`src/rtl/apb_gpio_ext.sv`:
```
// APB3 GPIO controller: per-pin direction, atomic set/clear outputs, synchronised and
// debounced inputs, and per-pin level/edge interrupts with write-one-to-clear status.
module apb_gpio_ext #(
    parameter int unsigned        IO_NUM  = 8,
    parameter int unsigned        DB_W    = 16,
    parameter logic [IO_NUM-1:0]  OUT_RST = {IO_NUM{1'b0}},
    parameter logic [IO_NUM-1:0]  DIR_RST = {IO_NUM{1'b0}}
) (
    input  logic              PCLK,
    input  logic              PRESET,
    input  logic              PSEL,
    input  logic              PENABLE,
    input  logic              PWRITE,
    input  logic [7:0]        PADDR,
    input  logic [31:0]       PWDATA,
    output logic [31:0]       PRDATA,
    output logic              PREADY,
    output logic              PSLVERR,
    input  logic [IO_NUM-1:0] GPIO_IN,
    output logic [IO_NUM-1:0] GPIO_OUT,
    output logic [IO_NUM-1:0] GPIO_OE,
    output logic [IO_NUM-1:0] INT,
    output logic              INT_OR
);

    localparam logic [5:0] A_DATA_OUT = 6'd0;
    localparam logic [5:0] A_OUT_SET  = 6'd1;
    localparam logic [5:0] A_OUT_CLR  = 6'd2;
    localparam logic [5:0] A_DIR      = 6'd3;
    localparam logic [5:0] A_DATA_IN  = 6'd4;
    localparam logic [5:0] A_INT_EN   = 6'd5;
    localparam logic [5:0] A_INT_MODE = 6'd6;
    localparam logic [5:0] A_INT_POL  = 6'd7;
    localparam logic [5:0] A_INT_BOTH = 6'd8;
    localparam logic [5:0] A_INT_STAT = 6'd9;
    localparam logic [5:0] A_DEBOUNCE = 6'd10;

    logic [IO_NUM-1:0] out_q, out_d, dir_q, dir_d;
    logic [IO_NUM-1:0] en_q, en_d, mode_q, mode_d, pol_q, pol_d, both_q, both_d;
    logic [IO_NUM-1:0] stat_q, stat_d;
    logic [DB_W-1:0]   db_q, db_d, div_q, div_d;
    logic [IO_NUM-1:0] s1_q, s1_d, s2_q, s2_d, h0_q, h0_d, h1_q, h1_d;
    logic [IO_NUM-1:0] filt_q, filt_d, prev_q, prev_d;

    logic [5:0]        word_s;
    logic              mapped_s;
    logic              wr_s;
    logic              db_wr_s;
    logic              tick_s;
    logic [31:0]       rd_s;
    logic [IO_NUM-1:0] wdata_s;
    logic [IO_NUM-1:0] w1c_s;
    logic [IO_NUM-1:0] agree_s;
    logic [IO_NUM-1:0] rise_s, fall_s, edge_ev_s, lvl_ev_s, ev_s;
    logic              unused_s;

    assign word_s   = PADDR[7:2];
    assign wdata_s  = PWDATA[IO_NUM-1:0];
    assign wr_s     = PSEL & PENABLE & PWRITE & mapped_s;
    assign db_wr_s  = wr_s & (word_s == A_DEBOUNCE);
    assign unused_s = ^{PADDR[1:0], PWDATA};

    // Address decode and read mux; write-only and unmapped words read zero.
    always_comb begin
        mapped_s = 1'b1;
        rd_s     = 32'h0000_0000;
        case (word_s)
            A_DATA_OUT: rd_s[IO_NUM-1:0] = out_q;
            A_OUT_SET:  rd_s = 32'h0000_0000;
            A_OUT_CLR:  rd_s = 32'h0000_0000;
            A_DIR:      rd_s[IO_NUM-1:0] = dir_q;
            A_DATA_IN:  rd_s[IO_NUM-1:0] = filt_q;
            A_INT_EN:   rd_s[IO_NUM-1:0] = en_q;
            A_INT_MODE: rd_s[IO_NUM-1:0] = mode_q;
            A_INT_POL:  rd_s[IO_NUM-1:0] = pol_q;
            A_INT_BOTH: rd_s[IO_NUM-1:0] = both_q;
            A_INT_STAT: rd_s[IO_NUM-1:0] = stat_q;
            A_DEBOUNCE: rd_s[DB_W-1:0] = db_q;
            default:    mapped_s = 1'b0;
        endcase
    end

    // APB response: read data and error are forced quiet while reset is held.
    always_comb begin
        if (PSEL & ~PWRITE & ~PRESET) begin
            PRDATA = rd_s;
        end else begin
            PRDATA = 32'h0000_0000;
        end
        PSLVERR = PSEL & PENABLE & ~mapped_s & ~PRESET;
        PREADY  = 1'b1;
    end

    // Register write decode; the status clear mask is applied later against new events.
    always_comb begin
        out_d  = out_q;
        dir_d  = dir_q;
        en_d   = en_q;
        mode_d = mode_q;
        pol_d  = pol_q;
        both_d = both_q;
        db_d   = db_q;
        w1c_s  = {IO_NUM{1'b0}};
        if (wr_s) begin
            case (word_s)
                A_DATA_OUT: out_d  = wdata_s;
                A_OUT_SET:  out_d  = out_q | wdata_s;
                A_OUT_CLR:  out_d  = out_q & ~wdata_s;
                A_DIR:      dir_d  = wdata_s;
                A_INT_EN:   en_d   = wdata_s;
                A_INT_MODE: mode_d = wdata_s;
                A_INT_POL:  pol_d  = wdata_s;
                A_INT_BOTH: both_d = wdata_s;
                A_INT_STAT: w1c_s  = wdata_s;
                A_DEBOUNCE: db_d   = PWDATA[DB_W-1:0];
                default:    out_d  = out_q;
            endcase
        end else begin
            w1c_s = {IO_NUM{1'b0}};
        end
    end

    // Shared debounce divider: ticks when the count reaches DEBOUNCE, restarts on a write.
    always_comb begin
        tick_s = (div_q == db_q);
        if (db_wr_s) begin
            div_d = {DB_W{1'b0}};
        end else if (tick_s) begin
            div_d = {DB_W{1'b0}};
        end else begin
            div_d = div_q + DB_W'(1'b1);
        end
    end

    // Synchroniser and filter: a level must be seen on three consecutive ticks.
    always_comb begin
        s1_d    = GPIO_IN;
        s2_d    = s1_q;
        agree_s = ~(h1_q ^ h0_q) & ~(h0_q ^ s2_q);
        if (tick_s) begin
            h0_d   = s2_q;
            h1_d   = h0_q;
            filt_d = (filt_q & ~agree_s) | (s2_q & agree_s);
        end else begin
            h0_d   = h0_q;
            h1_d   = h1_q;
            filt_d = filt_q;
        end
        prev_d = filt_q;
    end

    // Interrupt events; a new event outranks a same-cycle clear so held levels stay set.
    always_comb begin
        rise_s    = filt_q & ~prev_q;
        fall_s    = ~filt_q & prev_q;
        edge_ev_s = (both_q & (rise_s | fall_s))
                  | (~both_q & ((pol_q & rise_s) | (~pol_q & fall_s)));
        lvl_ev_s  = ~(filt_q ^ pol_q);
        ev_s      = (mode_q & edge_ev_s) | (~mode_q & lvl_ev_s);
        stat_d    = (stat_q & ~w1c_s) | (ev_s & en_q);
    end

    // State registers.
    always_ff @(posedge PCLK or posedge PRESET) begin
        if (PRESET) begin
            out_q  <= OUT_RST;
            dir_q  <= DIR_RST;
            en_q   <= {IO_NUM{1'b0}};
            mode_q <= {IO_NUM{1'b0}};
            pol_q  <= {IO_NUM{1'b0}};
            both_q <= {IO_NUM{1'b0}};
            stat_q <= {IO_NUM{1'b0}};
            db_q   <= {DB_W{1'b0}};
            div_q  <= {DB_W{1'b0}};
            s1_q   <= {IO_NUM{1'b0}};
            s2_q   <= {IO_NUM{1'b0}};
            h0_q   <= {IO_NUM{1'b0}};
            h1_q   <= {IO_NUM{1'b0}};
            filt_q <= {IO_NUM{1'b0}};
            prev_q <= {IO_NUM{1'b0}};
        end else begin
            out_q  <= out_d;
            dir_q  <= dir_d;
            en_q   <= en_d;
            mode_q <= mode_d;
            pol_q  <= pol_d;
            both_q <= both_d;
            stat_q <= stat_d;
            db_q   <= db_d;
            div_q  <= div_d;
            s1_q   <= s1_d;
            s2_q   <= s2_d;
            h0_q   <= h0_d;
            h1_q   <= h1_d;
            filt_q <= filt_d;
            prev_q <= prev_d;
        end
    end

    assign GPIO_OUT = out_q;
    assign GPIO_OE  = dir_q;
    assign INT      = stat_q & en_q;
    assign INT_OR   = |INT;

endmodule
```
`config.mk`:
```
export PLATFORM = sky130hd
export DESIGN_NAME = apb_gpio_ext
export DESIGN_NICKNAME = d
export VERILOG_FILES = /design/src/rtl/apb_gpio_ext.sv
export SDC_FILE = /design/constraint.sdc
export NUM_CORES = 1
export LEC_CHECK = 0
export BUFFER_PORTS_ARGS = -buffer_cell sky130_fd_sc_hd__buf_2
export CORE_AREA = 4 4 139 108
export DETAILED_ROUTE_END_ITERATION = 10
export DIE_AREA = 0 0 143 112
export GPL_ROUTABILITY_DRIVEN = 0
export GPL_TIMING_DRIVEN = 0
export PLACE_DENSITY = 0.67
export SLEW_MARGIN = 20
export SYNTH_ARGS = -nofsm -noshare
export SYNTH_HDL_FRONTEND = slang
export SYNTH_SLANG_ARGS = --single-unit
```
`constraint.sdc`:
```
create_clock -name PCLK -period 5.1 [get_ports PCLK]
set_input_delay 0.765 -clock PCLK [delete_from_list [all_inputs] [get_ports PCLK]]
set_output_delay 0.765 -clock PCLK [all_outputs]
set_load 0.03 [all_outputs]
```
==> metrics <==
fin nets between 700 and 800; min Tclk post-route 4.10 ns; gr usage total between 20 and 25%; top cell type's share of synthesized area 50.6%; Crit path required time 4.34 ns; RSZ-0062 raised after global routing no; post-CTS setup repair buffer count 0; CP arrival around 3.3 ns; Initial Util 49.6%; sw frac a little under a third; FF-to-FF setup slack around 2.4 ns; Clock Latency Late Sink about 0.42 ns; CTS tree built; Synth Cell Area between 6000 and 7000 um^2; slowest CP cell nor2_1; I/O Pins ~110; vias per cell between 5 and 6; Crit path max-delay family simple AND/OR/NAND/NOR gates; antenna violations before repair 0; worst slew pin tran 1.01 ns; DRT Pass-1 Iters 5; yosys warns 0; highest routed layer met4; Internal Power 2.32 mW; die height ~110 um; synthesized flop and latch total ~140; Seq pwr share a little over two fifths; Final TNS setup 0 ns; worst setup path class in2out; Psw 1.02 mW; Die ar. between 15000 and 20000 um^2; core area about 14000 um^2; ANT nets after route 0; CP Cell Sequence buf_2 -> buf_6 -> or4b_1 -> clkbuf_1 -> nor2_1 -> a22oi_1 -> a31oi_1 -> buf_2; row count 37; PortBufs 74; Max-Cap Viols 0; non-filler instance count after layout approximately 880; largest net degree at the start of global routing 31; routed wire length ~17000 um; Final Hold Viols 0; PwrDens a little over 400 nW/um^2; Mapped Cells 580; total grt overflow 0; Synth cell types between 40 and 50; part of the power in the clock network 37.8%; crit path max fanout 10; post_cts resized 0; Syn Area/Cell 11.6 um^2; reg2reg path depth 7; drt wl/cell roughly 20 um; area delta synth->final 20.2%; highest clock rate about 0.24 GHz; CP peak stage delay 0.80 ns; multi-input logic area approximately 3100 um^2; CP startpoint kind input pin; Hold Path End s2_q[0]; drt initial violations ~360; clock sink total around 140; FF+latch area between 3000 and 4000 um^2; most frequent cells in the layout 136 x dfrtp_1, 81 x buf_2, 80 x mux2_2, 47 x nand2_1, 24 x o21ai_0; HP Class reg2reg; # fillers 1114; Setup crit end kind output pin; WHS roughly 0.35 ns; H-tree levels 4; Cells after DPL about 850; met3 wire len approximately 1700 um; Seq/Total Area, Yosys 50.6%; synth top area cells dfrtp_1 51%, mux2_2 13%, ha_1 3.2%; M1 WL approximately 7700 um; Inserted Clock Buffers 17; Met2 Routed Length about 7400 um; Final Max Tran Viols 0; die width 143 um; most common cell after layout, fill and taps aside dfrtp_1; routed via count about 5000; clock skew 0.00891 ns; vias in the first global route around 5200; Hold Startpoint s1_q[0]; crit-path most repeated cell buf_2; final setup fails 0; Final period util approximately four fifths; antenna cell count 0; LEAKAGE between 3 and 4 nW; CP bufs+invs 4; layout cell share with drive strength beyond 1 between 30% and 40%; r2r startpoint div_q[2]; maximum VDD drop approximately 0.29 mV; CTS max path bufs 2; status finished clean; hold depth 0; global-route wire length before repair roughly 27000 um; cell type with the largest total area after synthesis dfrtp_1; Rel. slew slack around 33%; logic gate share of total power about a fifth; drc violations 0; hold_buf cts 0; root buf cell clkbuf_16; clock transition at the registers of the reported paths about 0.060 ns; HPWL after DPL roughly 12000 um
## worst register-to-register path, cell delays in order (launching register included)
cell	delay (ns)
dfrtp_1	0.32
clkbuf_1	0.26
xnor2_1	0.16
nand4_1	0.12
nor4_1	0.85
clkbuf_1	0.64
nand4_1	0.19
o211ai_1	0.12
## flip-flops by register name (all words and copies together) (netlist names), named ones only
signal    flops
h0_q          8
pol_q         8
GPIO_OE       8
en_q          8
prev_q        8
GPIO_OUT      8
mode_q        8
db_q         16
s2_q          8
stat_q        8
both_q        8
h1_q          8
s1_q          8
div_q        16
## synthesized netlist by cell type (all sizes together)
cell     count
xor2        17
nand3       10
ha          17
mux2        80
dfrtp      136
nand2       49
nor3         6
nand2b       2
buf         26
or4          4
nor3b        2
o311ai       1
nor2b        9
a222oi       8
nor2        22
nor4         3
a211o        1
or2          1
o31ai        8
conb         2
and4         2
or4b         1
a2111oi      1
a21o         2
inv         20
mux2i        8
a22oi       16
o21ai       24
or3          2
a31oi        8
a21oi        1
a22o         8
nand4       15
and2        17
and3         2
a211oi       1
clkbuf      10
o211ai      16
nor4b        1
xnor2       21
## routing by layer
layer / vias to the layer above / GRT usage [%]
met5: - / 0
met4: 0 / 8.80
met1: 2462 / 31.2
met2: 235 / 31.8
li1: 2288 / -
met3: 39 / 7.77
## power by group through the flow
stage / registers (mW) / clock network, mW / logic [mW]
final: 1.41 / 1.26 / 0.667
after global routing: 1.44 / 1.33 / 0.744
after CTS: 1.41 / 1.28 / 0.675
after detailed placement: 1.42 / 0 / 0.671
after global placement: 1.41 / 0 / 0.631
after floorplan: 1.39 / 0 / 0.486
## per-stage QoR
stage	total power [mW]	setup slack [ns]	utilization [%]	area, um^2
global placement	2.04	0.0254	54.3	7370
floorplan	1.88	1.01	-	6780
CTS	3.36	1.12	59.6	8080
finish	3.34	0.999	59.6	8080
global route	3.51	0.892	59.6	8080
detailed placement	2.09	1.18	55.1	7480
## cell type report
class | instances | area share [%]
tap | 175 | 2.71
buffer | 36 | 2.76
inverter | 20 | 0.976
clock inverter | 14 | 2.15
timing repair buffer | 79 | 5.64
sequential | 136 | 42.1
multi-input combinational | 403 | 38.3
clock buffer | 18 | 5.31
## kinds of logic (layout without fill, tap and decap cells)
family	Yosys count	in the layout	share of synthesized area, %
fa+ha+maj	17	17	3.16
other cells	2	17	0.112
xor+xnor	38	38	4.95
buf+inv	56	167	4.43
mux	88	88	14.6
compound gates	95	95	10.3
flops	136	136	50.6
simple gates	148	148	11.8
## worst max-delay path by stage
stage / endpoint / from / slack (ns) / depth (start not counted)
after floorplan: PSLVERR / PRESET / 1.01 / 2
after global placement: PSLVERR / PRESET / 0.03 / 4
after detailed placement: PRDATA[7] / PADDR[5] / 1.18 / 8
after CTS: PRDATA[0] / PADDR[5] / 1.12 / 8
after global routing: PRDATA[7] / PADDR[5] / 0.89 / 8
final: PRDATA[0] / PADDR[5] / 1.0 / 8
No activity file was read; power rests on OpenSTA's default activity.
